### src/rtl/mc_pkg.sv
// Shared constants and the control-word type for the multi-cycle MIPS-subset controller.
package mc_pkg;

  localparam logic [3:0] S_IF    = 4'd0;
  localparam logic [3:0] S_ID    = 4'd1;
  localparam logic [3:0] S_MA    = 4'd2;
  localparam logic [3:0] S_LW    = 4'd3;
  localparam logic [3:0] S_WB_LW = 4'd4;
  localparam logic [3:0] S_SW    = 4'd5;
  localparam logic [3:0] S_EX_R  = 4'd6;
  localparam logic [3:0] S_WB_R  = 4'd7;
  localparam logic [3:0] S_BEQ   = 4'd8;
  localparam logic [3:0] S_J     = 4'd9;
  localparam logic [3:0] S_EX_I  = 4'd10;
  localparam logic [3:0] S_WB_I  = 4'd11;
  localparam logic [3:0] S_ERR   = 4'd15;

  localparam logic [5:0] OP_RTYPE = 6'b000000;
  localparam logic [5:0] OP_LW    = 6'b100011;
  localparam logic [5:0] OP_SW    = 6'b101011;
  localparam logic [5:0] OP_BEQ   = 6'b000100;
  localparam logic [5:0] OP_J     = 6'b000010;
  localparam logic [5:0] OP_ADDI  = 6'b001000;
  localparam logic [5:0] OP_ANDI  = 6'b001100;
  localparam logic [5:0] OP_ORI   = 6'b001101;
  localparam logic [5:0] OP_SLTI  = 6'b001010;

  localparam logic [5:0] FN_ADD = 6'b100000;
  localparam logic [5:0] FN_SUB = 6'b100010;
  localparam logic [5:0] FN_AND = 6'b100100;
  localparam logic [5:0] FN_OR  = 6'b100101;
  localparam logic [5:0] FN_SLT = 6'b101010;

  localparam logic [2:0] ALU_ADD = 3'b010;
  localparam logic [2:0] ALU_SUB = 3'b110;
  localparam logic [2:0] ALU_AND = 3'b000;
  localparam logic [2:0] ALU_OR  = 3'b001;
  localparam logic [2:0] ALU_SLT = 3'b111;

  localparam logic [1:0] SRCB_REG    = 2'b00;
  localparam logic [1:0] SRCB_FOUR   = 2'b01;
  localparam logic [1:0] SRCB_IMM    = 2'b10;
  localparam logic [1:0] SRCB_IMM_SH = 2'b11;

  localparam logic [1:0] PCSRC_ALU    = 2'b00;
  localparam logic [1:0] PCSRC_ALUOUT = 2'b01;
  localparam logic [1:0] PCSRC_JUMP   = 2'b10;

  typedef struct packed {
    logic       pc_we;
    logic       iord;
    logic       mem_read;
    logic       mem_write;
    logic       ir_write;
    logic       reg_dst;
    logic       mem_to_reg;
    logic       reg_write;
    logic       alu_src_a;
    logic [1:0] alu_src_b;
    logic       ext_zero;
    logic [1:0] pc_source;
    logic [2:0] alu_ctrl;
    logic       illegal;
  } ctrl_t;

endpackage

### src/rtl/mc_ctrl_alu_ctrl_dec.sv
// funct (and opcode when IMM_OPS_EN is defined) to ALU control code, with a valid flag.
module alu_ctrl_dec
  import mc_pkg::*;
(
  input  logic [5:0] i_op,
  input  logic [5:0] i_funct,
  output logic [2:0] o_alu_ctrl,
  output logic       o_valid,
  output logic       o_ext_zero
);

  always_comb begin
    o_alu_ctrl = ALU_ADD;
    o_valid    = 1'b0;
    o_ext_zero = 1'b0;
    if (i_op == OP_RTYPE) begin
      o_valid = 1'b1;
      case (i_funct)
        FN_ADD:  o_alu_ctrl = ALU_ADD;
        FN_SUB:  o_alu_ctrl = ALU_SUB;
        FN_AND:  o_alu_ctrl = ALU_AND;
        FN_OR:   o_alu_ctrl = ALU_OR;
        FN_SLT:  o_alu_ctrl = ALU_SLT;
        default: o_valid    = 1'b0;
      endcase
    end
`ifdef IMM_OPS_EN
    else begin
      o_valid = 1'b1;
      case (i_op)
        OP_ADDI: o_alu_ctrl = ALU_ADD;
        OP_ANDI: begin o_alu_ctrl = ALU_AND; o_ext_zero = 1'b1; end
        OP_ORI:  begin o_alu_ctrl = ALU_OR;  o_ext_zero = 1'b1; end
        OP_SLTI: o_alu_ctrl = ALU_SLT;
        default: o_valid = 1'b0;
      endcase
    end
`endif
  end

endmodule

### src/rtl/mc_ctrl.sv
// Multi-cycle MIPS-subset main controller: Moore FSM with memory-ready stalls and an illegal trap.
// Define IMM_OPS_EN to add addi/andi/ori/slti decode through S_EX_I / S_WB_I.
module mc_ctrl
  import mc_pkg::*;
#(
  parameter bit USE_MEM_READY = 1'b1
) (
  input  logic       clk,
  input  logic       rst,
  input  logic [5:0] i_op,
  input  logic [5:0] i_funct,
  input  logic       i_zf,
  input  logic       i_mem_ready,
  output logic       o_pc_we,
  output logic       o_iord,
  output logic       o_mem_read,
  output logic       o_mem_write,
  output logic       o_ir_write,
  output logic       o_reg_dst,
  output logic       o_mem_to_reg,
  output logic       o_reg_write,
  output logic       o_alu_src_a,
  output logic [1:0] o_alu_src_b,
  output logic       o_ext_zero,
  output logic [1:0] o_pc_source,
  output logic [2:0] o_alu_ctrl,
  output logic [3:0] o_state,
  output logic       o_illegal
);

  logic [3:0] state_q, state_d;
  ctrl_t      ctrl;
  logic       mem_rdy;
  logic [2:0] dec_alu_ctrl;
  logic       dec_valid;
  logic       dec_ext_zero;

  assign mem_rdy = USE_MEM_READY ? i_mem_ready : 1'b1;

  alu_ctrl_dec u_dec (
    .i_op       (i_op),
    .i_funct    (i_funct),
    .o_alu_ctrl (dec_alu_ctrl),
    .o_valid    (dec_valid),
    .o_ext_zero (dec_ext_zero)
  );

  always_comb begin
    state_d = state_q;
    ctrl    = '0;
    case (state_q)
      S_IF: begin
        ctrl.mem_read  = 1'b1;
        ctrl.alu_src_b = SRCB_FOUR;
        ctrl.alu_ctrl  = ALU_ADD;
        ctrl.ir_write  = mem_rdy;
        ctrl.pc_we     = mem_rdy;
        state_d        = mem_rdy ? S_ID : S_IF;
      end
      S_ID: begin
        // Branch target is computed speculatively into ALUOut during decode.
        ctrl.alu_src_b = SRCB_IMM_SH;
        ctrl.alu_ctrl  = ALU_ADD;
        case (i_op)
          OP_RTYPE:     state_d = dec_valid ? S_EX_R : S_ERR;
          OP_LW, OP_SW: state_d = S_MA;
          OP_BEQ:       state_d = S_BEQ;
          OP_J:         state_d = S_J;
`ifdef IMM_OPS_EN
          OP_ADDI, OP_ANDI, OP_ORI, OP_SLTI: state_d = dec_valid ? S_EX_I : S_ERR;
`endif
          default:      state_d = S_ERR;
        endcase
      end
      S_MA: begin
        ctrl.alu_src_a = 1'b1;
        ctrl.alu_src_b = SRCB_IMM;
        ctrl.alu_ctrl  = ALU_ADD;
        state_d        = (i_op == OP_SW) ? S_SW : S_LW;
      end
      S_LW: begin
        ctrl.mem_read = 1'b1;
        ctrl.iord     = 1'b1;
        state_d       = mem_rdy ? S_WB_LW : S_LW;
      end
      S_WB_LW: begin
        ctrl.reg_write  = 1'b1;
        ctrl.mem_to_reg = 1'b1;
        state_d         = S_IF;
      end
      S_SW: begin
        ctrl.mem_write = 1'b1;
        ctrl.iord      = 1'b1;
        state_d        = mem_rdy ? S_IF : S_SW;
      end
      S_EX_R: begin
        ctrl.alu_src_a = 1'b1;
        ctrl.alu_src_b = SRCB_REG;
        ctrl.alu_ctrl  = dec_alu_ctrl;
        state_d        = S_WB_R;
      end
      S_WB_R: begin
        ctrl.reg_write = 1'b1;
        ctrl.reg_dst   = 1'b1;
        state_d        = S_IF;
      end
      S_BEQ: begin
        ctrl.alu_src_a = 1'b1;
        ctrl.alu_src_b = SRCB_REG;
        ctrl.alu_ctrl  = ALU_SUB;
        ctrl.pc_source = PCSRC_ALUOUT;
        ctrl.pc_we     = i_zf;
        state_d        = S_IF;
      end
      S_J: begin
        ctrl.pc_source = PCSRC_JUMP;
        ctrl.pc_we     = 1'b1;
        state_d        = S_IF;
      end
`ifdef IMM_OPS_EN
      S_EX_I: begin
        ctrl.alu_src_a = 1'b1;
        ctrl.alu_src_b = SRCB_IMM;
        ctrl.alu_ctrl  = dec_alu_ctrl;
        ctrl.ext_zero  = dec_ext_zero;
        state_d        = S_WB_I;
      end
      S_WB_I: begin
        ctrl.reg_write = 1'b1;
        state_d        = S_IF;
      end
`endif
      S_ERR: begin
        ctrl.illegal = 1'b1;
        state_d      = S_ERR;
      end
      default: state_d = S_ERR;
    endcase
    // Reset masks every output so an aborted instruction cannot write anything.
    if (rst) ctrl = '0;
  end

  always_ff @(posedge clk) begin
    if (rst) state_q <= S_IF;
    else     state_q <= state_d;
  end

  assign o_pc_we      = ctrl.pc_we;
  assign o_iord       = ctrl.iord;
  assign o_mem_read   = ctrl.mem_read;
  assign o_mem_write  = ctrl.mem_write;
  assign o_ir_write   = ctrl.ir_write;
  assign o_reg_dst    = ctrl.reg_dst;
  assign o_mem_to_reg = ctrl.mem_to_reg;
  assign o_reg_write  = ctrl.reg_write;
  assign o_alu_src_a  = ctrl.alu_src_a;
  assign o_alu_src_b  = ctrl.alu_src_b;
  assign o_ext_zero   = ctrl.ext_zero;
  assign o_pc_source  = ctrl.pc_source;
  assign o_alu_ctrl   = ctrl.alu_ctrl;
  assign o_illegal    = ctrl.illegal;
  assign o_state      = rst ? 4'd0 : state_q;

endmodule
### config.mk
export PLATFORM = sky130hd
export DESIGN_NAME = mc_ctrl
export DESIGN_NICKNAME = d
export VERILOG_FILES = /design/src/rtl/mc_pkg.sv /design/src/rtl/mc_ctrl_alu_ctrl_dec.sv /design/src/rtl/mc_ctrl.sv
export SDC_FILE = /design/constraint.sdc
export NUM_CORES = 1
export LEC_CHECK = 0
export CAP_MARGIN = 15
export CORE_MARGIN = 5
export CORE_UTILIZATION = 34
export DETAILED_ROUTE_END_ITERATION = 7
export PLACE_DENSITY = 0.75
export SYNTH_ARGS = -nofsm -noshare
export SYNTH_HDL_FRONTEND = slang
export SYNTH_SLANG_ARGS = --single-unit
### constraint.sdc
create_clock -name clk -period 1.7 [get_ports clk]
set_input_delay 0.425 -clock clk [delete_from_list [all_inputs] [get_ports clk]]
set_output_delay 0.425 -clock clk [all_outputs]
set_load 0.01 [all_outputs]
* Yosys cells after proc, flatten, opt, wreduce, memory -nomap -nowiden *
Index checks and enable logic that the tools add are counted.

word-level totals
  output and inout port bits = 22
  logic and storage cells = 56
  bits of input ports = 16
  register bits after elaboration = 4

cells by class
  mux-type cells = 26
  equal/unequal tests = 19
  reduce and logical (&&, ||, !) cells = 10

operators with widths
  kind                number
  $eq 6x6->1 const B  7
  $pmux 4 s7          1
  $mux 18             1
  $eq 4x3->1 const B  4
  $pmux 4 s4          1
  $eq 4x4->1 const B  3
  $mux 1              12
  $mux 3              4
  $pmux 3 s4          1
  $pmux 3 s3          1
  $eq 4x2->1 const B  2
  $mux 4              2
  $reduce_or 2->1     4
  $eq 6x2->1 const B  1
  $eq 6x3->1 const B  1
  $logic_not 6->1     1
  $pmux 2 s3          1
  $reduce_or 3->1     2
  $reduce_or 5->1     1
  $eq 4x1->1 const B  1
  $logic_not 4->1     1
  $pmux 2 s2          1
  $reduce_or 4->1     1
  $pmux 1 s3          1

* Logic depth before layout (Yosys ltp) *
Gate-level depths: netlist of run 1.

  word-level depth = 7
  gate-level depth with buffers = 6
  depth with buffers taken out = 5

* Modules after synthesis *
Synthesis of run 1 repeated with hierarchy kept, for this count alone.

unflattened totals
  cells, all modules = 105
  area, all modules = 684.4 um^2

modules (own cells, without submodules)
  module        cells each  sequential area each (um^2)  times used  area each (um^2)
  mc_ctrl       91          80.1                         1           564.3
  alu_ctrl_dec  14          0.0                          1           120.1

* Worst setup path after synthesis of run 1 *
Ideal clock, no wire load.

  path type = in2out
  start = input port rst
  end = output port o_alu_ctrl[2]
  path buffers = 0
  data required time = 1.275 ns
  data arrival time = 1.540 ns
  stages = 5
  slack = -0.265 ns
  cell sequence = nand2b_2 -> inv_4 -> nand2_4 -> or4_4 -> o41ai_2

on the way
  cells in the longest elaborated chain, start to end = 1

ends and longest elaborated chain
  item                RTL line        RTL
  start: declaration  mc_ctrl.sv:9    input logic rst,
  $mux 18             mc_ctrl.sv:140  if (rst) ctrl = '0;
  end: declaration    mc_ctrl.sv:26   output logic [2:0] o_alu_ctrl,

Every way passes these cells.

* Worst setup path in the final report of run 1 *
  start = input port i_funct[5]
  end = output port o_alu_ctrl[2]

on the way
  cells in the longest elaborated chain, start to end = 5
  elaborated cells on any way between the ends = 8
  those cells by class = 4 x eq/ne; 4 x mux

ends and longest elaborated chain
  item                RTL line                    RTL
  start: declaration  mc_ctrl.sv:11               input logic [5:0] i_funct,
  $eq 6x6->1          mc_ctrl_alu_ctrl_dec.sv:18  case (i_funct)
  $pmux 3 s4 (*)      mc_ctrl_alu_ctrl_dec.sv:18
  $mux 3 (*)          mc_ctrl_alu_ctrl_dec.sv:16  if (i_op == OP_RTYPE) begin
  $pmux 3 s3 (*)      mc_ctrl.sv:51               case (state_q)
  $mux 18 (*)         mc_ctrl.sv:140

Every way passes the cells marked *; elsewhere a longest branch is shown, timed or not.

==> results, run 1 <==
- The number of max-slew violations in the final report is 0.
- The number of clock buffers added by TritonCTS is 3.
- The max-capacitance violation count is 0.
- The tree is rooted in a clkbuf_4.
- For this block, the initial DRC count from the detailed router was 45.
- Along the worst path, the maximum fanout reaches 2.
- state_q holds more flip-flops than any other register.
- The final-report hold violation count is 0.
- The wire length per cell is 20.43 µm.
- The number of placed instances, taps included, is 187.
- The fill cell total of the finished layout is 82.
- The global router's overall resource usage is 0.2671.
- The area occupied by registers is 92.59 µm².
- Relative to the synthesized area, the layout overhead comes to 160.7%.
- On the final layout, the worst clock skew is 0.0006458 ns.
- Setup repair after global routing could not meet its margin everywhere.
- The area of the core is 1942 µm².
- The number of warnings printed during yosys synthesis is 0.
- The buffers plus inverters on the worst setup path is 2.
- The total congestion overflow is 0.
- The number of nets in the layout is 208.
- The tree built by TritonCTS fans out to 4 sinks.
- The path type of the worst min-delay path is input port to flip-flop.
- The average footprint of a synthesized cell is 6.875 µm².
- The H-tree level count is 1.
- The part of the cycle the worst path needs is 1.328.
- Clock-pin slew was measured on the worst setup and hold paths at 0.04 ns.
- The slowest cell on the critical path is or4_4.
- The peak per-stage delay on the critical path is 0.47 ns.
- The post-synthesis mux area share is 0.01471.
- Of the synthesized area, sequential elements account for 0.1176.
- The hold path startpoint is rst.
- The critical register-to-register path endpoint is state_q[0].
- Routability-driven placement finished with a final weighted congestion of 0.8054.
- The length in cells of the worst reg-to-reg path is 6.
- The simple-gate share of the synthesized area is 0.4301.
- Based on the critical path, the design can be clocked at up to 0.4430 GHz.
- Entering global routing, the biggest net connects 18 pins.
- The signal on the critical path passes through dlygate4sd2_1 -> nand4_1 -> or4_4 -> o41ai_4 -> buf_2.
- The count of cells along the worst hold path is 3.
- Power comes to 2.291 mW.
- Of the total synthesized cell area, the portion taken by full adders, half adders and majority gates is 0.01471.
- The clock passes through at most 2 buffers.
- The analysis attributes to cell leakage a power of 0.8368 nW.
- The detailed-router iteration count before antenna repair is 4.
- In the final layout, the share of cells above drive strength 1 is 0.7158.
- The tightest hold path in the finished design has a slack of 0.4504 ns.
- In this run the cell area of the synthesized design comes to 680.7 µm².
- Of the total synthesized cell area, the portion taken by XOR and XNOR cells is 0.03860.
- The die is 54.74 µm wide.
- The number of buffer cells added on primary ports is 36.
- Setup violations remaining at the end of the flow were counted as 14.
- At the end of the flow the core is filled with cells to 0.9137.
- The first-pass GRT wire length is 5658 µm.
- At the worst endpoint, the required time is 1.27 ns.
- The total area of multi-input combinational cells is 778.2 µm².
- The overall die height is 54.74 µm.
- The synthesized netlist contains 51 unique library cells.
- The family with the most delay on the worst path is simple AND/OR/NAND/NOR gates.
- Dividing the detail-routed via count by the number of cells gives 5.760.
- The run finished, with violations left.
- Data arrives at the worst endpoint at 1.83 ns.
- The kind of critical path is input port to output pin.
- Among all flip-flop cells after synthesis, the most frequent one is dfxtp_1.
- STA classifies the critical path startpoint as an input port.
- The reg-to-reg critical path startpoint is state_q[2].
- VDD sags by at most 1194 µV.
- The filler-free cell count of the finished design is 217.
- The largest family of logic cells by synthesized area is simple AND/OR/NAND/NOR gates.
- The path with the worst hold slack has its endpoint at state_q[1].
- In this run the power density over the cells is 1291 nW/µm².
- In the post-route analysis, the smallest setup slack over all paths is -0.5574 ns.
- STA classifies the critical path endpoint as an output pin.
- The CTS tree is built.
- The standard-cell row count is 16.
- The register with the most flip-flops in the layout has 4 of them.
- Of all flip-flops after synthesis, the portion carrying an async set or reset was 0.
- In the final layout, the registers with the most flip-flops are state_q: 4 flops.
- Summed over all nets, the half-perimeter wirelength after detailed placement is 2193 µm.
- The number of primary I/O pins is 38.
- The initial antenna violation count is 0.
- The checks that failed: setup timing.
- The initial core utilization is 0.3505.
- The final routed wirelength across all metal layers is 4434 µm.
- The number of remaining DRC errors is 0.
- The count of antenna diodes in the layout is 0.
- The total nets after synthesis is 115.
- The time the worst path needs with I/O delays and setup is 2.257 ns.
- The reg-to-reg setup timing slack is -0.01 ns.
- The die area is 2996 µm².
- Synthesis inferred 4 register bits.
- The number of routed nets with antenna violations is 0.
- The number of global-route vias before repair is 1267.
- The post-synthesis compound-gate area fraction is 0.2684.
- The post-synthesis instance total is 99.
- Counting flops with a built-in enable in the synthesized netlist gives 0.
- The overall via count from detail_route is 1250.
- Clock latency on the worst-skew pair, taken at its later pin, is 0.25 ns.
## cells in the mapped netlist (all sizes together), types with 2 or more instances
| cell type | number | area share |
|---|---|---|
| nor2 | 13 | 0.075 |
| nand2 | 7 | 0.050 |
| o21ai | 7 | 0.051 |
| inv | 6 | 0.037 |
| buf | 5 | 0.057 |
| a21oi | 4 | 0.029 |
| dfxtp | 4 | 0.12 |
| nand2b | 4 | 0.040 |
| nor3 | 4 | 0.046 |
| a31oi | 3 | 0.028 |
| and3 | 3 | 0.029 |
| clkbuf | 3 | 0.017 |
| nand3 | 3 | 0.022 |
| nor4 | 3 | 0.028 |
| nand3b | 2 | 0.028 |
| nor2b | 2 | 0.018 |
| o22ai | 2 | 0.018 |
| xnor2 | 2 | 0.026 |
## final cells by class
type | instances | share of cell area
clock buffer | 3 | 0.01269
timing repair buffer | 96 | 0.4633
sequential | 4 | 0.05219
inverter | 6 | 0.01410
tap | 27 | 0.01904
multi-input combinational | 81 | 0.4386
## per-stage QoR
step	setup slack [ns]	cell area, µm²	setup TNS, ns
after global routing	-0.6065	1774	-2.669
after CTS	-0.5108	1519	-2.501
after detailed placement	-1.241	1303	-15.46
after global placement	-1.195	1303	-14.99
after floorplan	-0.2273	710.7	-0.3025
final	-0.5574	1774	-2.035
## routing by layer
layer,share of wire,wire length [µm],track usage,vias up
met1,0.37,1630,0.2654,605
met4,0.040,178,0.1369,0
met3,0.084,374,0.07084,21
met5,0,0,0,-
li1,-,-,-,550
met2,0.51,2249,0.4980,74
## cells by family after synthesis
kind of cell	count (synthesis)
and+or+nand+nor	49
AOI/OAI and AO/OA	26
other	1
DFF	4
adders and majority gates	1
xor gates and xnor gates	3
muxes	1
buffers and inverters	14
## worst reg2reg max path, delay by kind of cell (launching register included)
| family | cells | cell delay [ns] |
|---|---|---|
| buf+inv | 2 | 0.32 |
| flops | 1 | 0.35 |
| simple gates | 2 | 0.65 |
| compound gates | 2 | 0.31 |
## cells in the final DEF (no fill, tap or decap), drive strengths merged, types with 2 or more instances in the layout
| master | instances |
|---|---|
| a21oi | 4 |
| a31oi | 3 |
| and3 | 3 |
| buf | 83 |
| clkbuf | 7 |
| dfxtp | 4 |
| dlygate4sd2 | 6 |
| inv | 6 |
| nand2 | 7 |
| nand2b | 4 |
| nand3 | 3 |
| nand3b | 2 |
| nor2 | 13 |
| nor2b | 2 |
| nor3 | 4 |
| nor4 | 3 |
| o21ai | 7 |
| o22ai | 2 |
| xnor2 | 2 |
## how the worst max path moves through the flow
stage	startpoint	to	slack (ns)	cells past startpoint
6_report	i_funct[5]	o_alu_ctrl[2]	-0.56	5
5_1_grt	i_funct[5]	o_alu_ctrl[2]	-0.61	5
4_1_cts	rst	o_alu_ctrl[2]	-0.51	7
3_5_place_dp	i_op[0]	o_alu_ctrl[2]	-1.24	6
3_3_place_gp	i_op[0]	o_alu_ctrl[2]	-1.19	6
2_1_floorplan	i_op[0]	o_alu_ctrl[2]	-0.23	4
## report_power, final
group	leakage (nW)	total, mW	internal [mW]	switching, mW
clock network	0.0138	0.130	0.0797	0.0507
registers	0.0353	0.220	0.162	0.0588
logic	0.788	1.94	0.993	0.948
total	0.837	2.29	1.23	1.06
## what timing repair did
item / CTS / global route
pin swaps: 15 / 13
endpoints found under the setup margin: 24 / 20
setup buffers: 21 / 11
gates resized for setup: 141 / 57
hold buffers: 0 / 0
hold endpoints to repair: 0 / 0
(Power assumes the default switching activity.)
==> run 2, diff against run 1 <==
--- a/config.mk
+++ b/config.mk
@@ -10,6 +10,9 @@
 export CORE_UTILIZATION = 34
 export DETAILED_ROUTE_END_ITERATION = 7
 export PLACE_DENSITY = 0.75
+export REMOVE_ABC_BUFFERS = 1
+export SKIP_LAST_GASP = 1
+export SLEW_MARGIN = 15
 export SYNTH_ARGS = -nofsm -noshare
 export SYNTH_HDL_FRONTEND = slang
 export SYNTH_SLANG_ARGS = --single-unit
==> results, run 2 (synthesis gave the netlist of run 1 again) <==
- The number of global-route vias before repair is 1227.
- Entering global routing, the biggest net connects 12 pins.
- The slowest cell on the critical path is or4_4.
- STA classifies the critical path endpoint as an output pin.
- The worst path required time is 1.27 ns.
- The net count of the finished layout is 213.
- Max-cap violations in this run came to 0.
- The final routed wirelength across all metal layers is 4976 µm.
- Across all setup checks in the final design, the least slack found is -0.5616 ns.
- The critical path starts at i_op[3].
- The routability-driven placement congestion ratio is 0.7919.
- TritonCTS built the clock tree.
- In the finished design, the share of the clock period the worst path needs comes to 1.330.
- The detailed-router iteration count before antenna repair is 4.
- The final worst clock skew is 0.008600 ns.
- The largest registers in the layout are state_q: 4 flops.
- Power spread over the standard cell area amounts to 1391 nW/µm².
- The kind of critical path is input port to output pin.
- The share of total power dissipated in combinational logic is 0.846.
- The via count normalized by instance count is 5.842.
- The H-tree level count is 1.
- The count of antenna diodes in the layout is 0.
- The highest clock frequency the design can meet is 0.4422 GHz.
- For this design the total switching power over the nets is 1.155 mW.
- Once detailed placement completed, the half-perimeter wirelength came to 2050 µm.
- The register with the most flip-flops in the layout has 4 of them.
- The register containing the most flip-flops in the final layout is state_q.
- In this run the horizontal extent of the chip is 54.74 µm.
- The signed area change from the synthesized netlist to the final layout is 161.0%.
- The floorplan has 16 rows.
- For this design the top-level I/O count stands at 38.
- Across every metal layer, demand over resource in global routing totals 0.2866.
- The total congestion overflow is 0.
- In this run the worst hold path is classified as input port to flip-flop.
- The clock share of power is 0.059.
- The run finished, with violations left.
- The final design area excluding fillers is 1777 µm².
- The routed layout has 1297 vias.
- The share of total power dissipated in sequential elements is 0.095.
- The placed instances occupy a cell area of 1272 µm².
- Walking the worst path, the cells encountered are buf_8 -> nor3_4 -> nand4_1 -> or4_4 -> o41ai_4 -> buf_2.
- The number of DRC violations after detailed-routing iteration 0 is 54.
- Of the cells placed in the final design, the portion with a size suffix greater than 1 is 0.7077.
- After detailed routing, the number of remaining DRC violations is 0.
- In the layout the commonest cells are buf_4, buf_6, buf_2.
- For this design the static power due to leakage is 0.8447 nW.
- Along the worst path, the maximum fanout reaches 2.
- The startpoint identified for the worst register-to-register timing path is state_q[3].
- The initial antenna violation count is 0.
- The root cell of the clock tree is clkbuf_4.
- The post-CTS clock slew at the launch and capture registers of the worst setup and hold paths is 0.05 ns.
- Of the total power, the share spent switching nets is 0.4671.
- The startpoint identified for the worst hold timing path is i_op[4].
- Setup repair after global routing could not meet its margin everywhere.
- The final-report hold violation count came to 0.
- The initial core utilization is 0.3505.
- In this run, post-CTS hold repair placed 0 buffers.
- TritonCTS created 3 clock buffers.
- The clock passes through at most 2 buffers.
- The first global-routing pass estimated 5913 µm of wire.
- The number of max-slew violations in the final report is 0.
- The insertion delay to the later sink of the worst-skew pair is 0.27 ns.
- The data arrival time of the critical path is 1.84 ns.
- The setup violation total in the final timing report is 19.
- The worst path in the final design needs a cycle of 2.262 ns, including I/O delays and setup.
- The area of the core is 1942 µm².
- The library cell used most frequently in the layout, excluding fill and tap cells, is buf_4.
- From bottom edge to top edge, the die measures 54.74 µm.
- The wire length per cell is 22.41 µm.
- The internal power of the cells is 1.317 mW.
- For this run, the slowest stage of the critical path takes 0.48 ns.
- The final reports fail on setup timing.
- IR analysis of the VDD net gives a maximum drop of 1222 µV.
- The count of nets left with antenna violations once routing finished came out at 0.
- The sink count of the clock tree is 4.
- During placement, the flow inserted port buffers numbering 36.
- The worst slack on hold paths is 0.5695 ns.
- The element type at the critical path start is an input port.
- The die covers 2996 µm².
-- run 2: cell types whose count changed in the layout (fill, tap and decap cells not counted), sizes merged --
cell and delta:
clkdlybuf4s15 +1, dlymetal6s2s -1, buf +5, dlygate4sd2 +1, clkbuf -1
-- run 2: critical path, delay by kind of cell --
| family | cells | cell delay, ns |
|---|---|---|
| AO/OA/AOI/OAI | 1 | 0.21 |
| AND/OR/NAND/NOR | 3 | 0.92 |
| buffers and inverters | 2 | 0.28 |
-- run 2: final cells by class --
type / instances / area, µm²
repair buffers: 101 / 858.3
multi-input cells: 81 / 744.5
clock buffers: 3 / 22.52
well taps: 27 / 33.78
flip-flops and latches: 4 / 90.09
inverters: 6 / 27.53
fillers: 79 / 165.2
-- run 2: final timing paths --
kind              cells past startpoint  slack (ns)             to
hold / removal                        4        0.57     state_q[0]
setup / recovery                      6       -0.56  o_alu_ctrl[2]
hold reg to reg                       3        0.84     state_q[1]
setup reg to reg                      6        0.01     state_q[3]
-- run 2: repair_timing --
item / in CTS / in global routing
pin swaps: 16 / 11
endpoints found under the hold margin: 0 / 0
setup buffers: 24 / 15
resized for setup: 155 / 48
endpoints found under the setup margin: 24 / 24
-- run 2: power by group through the flow --
stage / registers, mW / logic [mW] / clock network [mW]
after floorplan: 0.284 / 0.466 / 0
after global placement: 0.190 / 1.20 / 0
after detailed placement: 0.190 / 1.23 / 0
after CTS: 0.221 / 1.52 / 0.128
after global routing: 0.232 / 2.18 / 0.143
final: 0.235 / 2.09 / 0.146
-- run 2: stage by stage --
step                      setup slack, ns  std cells    util  power [mW]  TNS [ns]
after floorplan                   -0.4112         91       -      0.7506   -0.7837
after global placement             -1.178        187  0.6553       1.395    -15.23
after detailed placement           -1.218        187  0.6553       1.416    -15.71
after CTS                         -0.5853        214  0.7912       1.866    -1.697
after global routing              -0.5934        222  0.9149       2.554    -3.634
final                             -0.5616        222  0.9149       2.472    -3.039
-- run 2: metal layers --
| metal | track usage | part of all wire |
|---|---|---|
| met5 | 0 | 0 |
| met4 | 0.1950 | 0.060 |
| met3 | 0.05722 | 0.098 |
| met2 | 0.4941 | 0.46 |
| met1 | 0.3102 | 0.38 |
==> run 3, diff against run 2 <==
--- a/config.mk
+++ b/config.mk
@@ -6,6 +6,7 @@
 export NUM_CORES = 1
 export LEC_CHECK = 0
 export CAP_MARGIN = 15
+export CORE_ASPECT_RATIO = 1.4
 export CORE_MARGIN = 5
 export CORE_UTILIZATION = 34
 export DETAILED_ROUTE_END_ITERATION = 7
==> results, run 3 (synthesis gave the netlist of run 1 again) <==
- The run finished, with violations left.
- The final reports fail on setup timing.
- The first global-routing pass estimated 4754 µm of wire.
- The count of antenna diodes in the layout is 0.
- The overall via count from detail_route is 1145.
- The number of routed nets with antenna violations is 0.
- The data arrival time of the critical path is 1.78 ns.
- Row generation in the floorplan step produced 19 rows.
- The kind of critical path is input port to output pin.
- The filler cells instantiated in the layout total 145.
- The most common library cell in the layout ignoring fill and taps is buf_4.
- The total congestion overflow is 0.
- The time the worst path needs with I/O delays and setup is 2.202 ns.
- Summed over all nets, the half-perimeter wirelength after detailed placement is 1982 µm.
- With fillers left out, the area of the finished cells amounts to 1531 µm².
- The final core utilization is 0.7856.
- Of the total power, combinational logic draws 0.837.
- Entering global routing, the biggest net connects 13 pins.
- The internal portion of the total power is 1.107 mW.
- The register with the most flip-flops in the layout has 4 of them.
- The initial core utilization is 0.3492.
- In this design, the largest share of critical-path delay is due to simple AND/OR/NAND/NOR gates.
- In this run, the number of DRC markers left after iteration 0 of detailed routing was 30.
- The highest clock frequency the design can meet is 0.4542 GHz.
- For this run, the slowest stage of the critical path takes 0.49 ns.
- The number of remaining DRC errors is 0.
- The die area is 3009 µm².
- Of the cells placed in the final design, the portion with a size suffix greater than 1 is 0.6369.
- Setup violations remaining at the end of the flow were counted as 14.
- The signal on the critical path passes through buf_6 -> nor3_4 -> nand4_1 -> or4_4 -> o41ai_2 -> buf_2.
- The path type of the worst min-delay path is input port to flip-flop.
- After detailed placement, the total cell area comes to 1255 µm².
- The maximum net fanout on the critical path is 2.
- The slowest stage of the critical path belongs to the cell or4_4.
- The global routing stage identified its most utilized layer as met2.
- Summed over all layers, the routed wires come to 3470 µm.
- The number of global-route vias before repair is 1153.
- Of the available clock period, the critical path in the final layout requires 1.295.
- The worst setup path is launched from an input port.
- Of the total power, the share spent switching nets is 0.4481.
- The switching power total is 0.8987 mW.
- For this run, global-route usage on met2 was measured as 0.3858.
- The worst setup slack after placement is -1.289 ns.
- The number of primary I/O pins is 38.
- The final-report hold violation count is 0.
- TritonCTS built the clock tree.
- The net count of the finished layout is 197.
- The worst vdd rail ir drop is 888.1 µV.
- The number of buffers and inverters on the critical path is 2.
- For the final database, setup skew stands at 0.001720 ns.
- The initial antenna violation count came to 0.
- For this run, global-route usage on met3 was measured as 0.02882.
- The number of buffer cells added on primary ports is 36.
- The detailed-router iteration count before antenna repair is 4.
- After floorplanning, the core was sized to cover 1949 µm².
- The post-CTS clock slew at the launch and capture registers of the worst setup and hold paths is 0.04 ns.
- In the final layout, the registers with the most flip-flops are state_q: 4 flops.
- Leaving out fill and tap cells, the most frequent cells in the layout are buf_4, buf_2, buf_6.
- Data on the critical path is required at its endpoint by 1.27 ns.
- At the later pin of the worst-skew pair, clock insertion delay measures 0.24 ns.
- The overall die height is 62.94 µm.
- In the final routed layout, each cell accounts on average for 17.35 µm.
- After detailed routing, the number of vias per cell comes to 5.725.
- The tree built by TritonCTS fans out to 4 sinks.
- The register containing the most flip-flops in the final layout is state_q.
- The met1 track demand over resource is 0.1979.
- The number of max-slew violations in the final report is 0.
- The clock passes through at most 2 buffers.
- The share of total power dissipated in the clock network is 0.060.
- Routability-driven placement finished with a final weighted congestion of 0.8478.
- In this run the horizontal extent of the chip is 47.82 µm.
- The power density over the cells is 1310 nW/µm².
- The portion of total power attributed to sequential cells is 0.103.
- The worst setup path is captured at an output pin.
- Setup repair after global routing could not meet its margin everywhere.
- The analysis attributes to cell leakage a power of 0.7239 nW.
- TritonCTS created 3 clock buffers.
- Once routing completed, OpenROAD measured the worst setup slack at -0.5016 ns.
- Max-cap violations in this run came to 0.
- The number of buffers added to fix hold violations after cts is 0.
- For this run, the total global-route usage over all layers was measured as 0.2134.
- CTS built an H-tree with a depth of 1.
- The root cell of the clock tree is clkbuf_4.
- Relative to the synthesized area, the layout overhead comes to 125.0%.
==> run 3: metrics by stage <==
stage / TNS (ns) / power [mW] / hold WS, ns / cells
finish: -2.415 / 2.006 / 0.5921 / 200
floorplan: -0.7837 / 0.7506 / 0.4944 / 91
global route: -3.048 / 2.122 / 0.6133 / 200
detailed placement: -15.62 / 1.444 / 0.7329 / 178
global placement: -15.11 / 1.418 / 0.7171 / 178
CTS: -1.921 / 1.742 / 0.5640 / 198
==> run 3: worst min-delay path, cell delays in order <==
cell,delay (ns)
buf_2,0.12
buf_4,0.13
nand2_1,0.05
o211ai_1,0.07
==> run 3: final cells by class <==
type,instances,area (µm²),area share
Multi-Input combinational cell,81,663.1,0.4330
Timing Repair Buffer,85,706.9,0.4616
Clock buffer,3,22.52,0.01471
Tap cell,21,26.28,0.01716
Sequential cell,4,87.58,0.05719
Inverter,6,25.02,0.01634
==> run 3: metal layers <==
| metal | share of wire | vias to the layer above |
|---|---|---|
| met1 | 0.35 | 554 |
| met2 | 0.55 | 55 |
| li1 | - | 522 |
| met3 | 0.061 | 14 |
| met5 | 0 | - |
| met4 | 0.043 | 0 |
==> run 3: worst paths after layout <==
check	start	to	cells past startpoint	slack (ns)
min reg2reg	state_q[3]	state_q[0]	4	0.75
min	i_op[4]	state_q[0]	4	0.59
max	i_op[5]	o_alu_ctrl[2]	6	-0.50
max reg2reg	state_q[2]	state_q[2]	7	0.12
==> run 3: power by group through the flow <==
stage          Combinational (mW)  Sequential (mW)  Clock (mW)
2_1_floorplan               0.466            0.284           0
3_3_place_gp                 1.24            0.180           0
3_5_place_dp                 1.26            0.181           0
4_1_cts                      1.42            0.202       0.121
5_1_grt                      1.78            0.208       0.132
6_report                     1.68            0.206       0.120
==> run 3: repair_timing <==
item	CTS	global route
pin swaps	12	13
setup endpoints to repair	24	20
buffers inserted	17	5
resized for setup	136	29
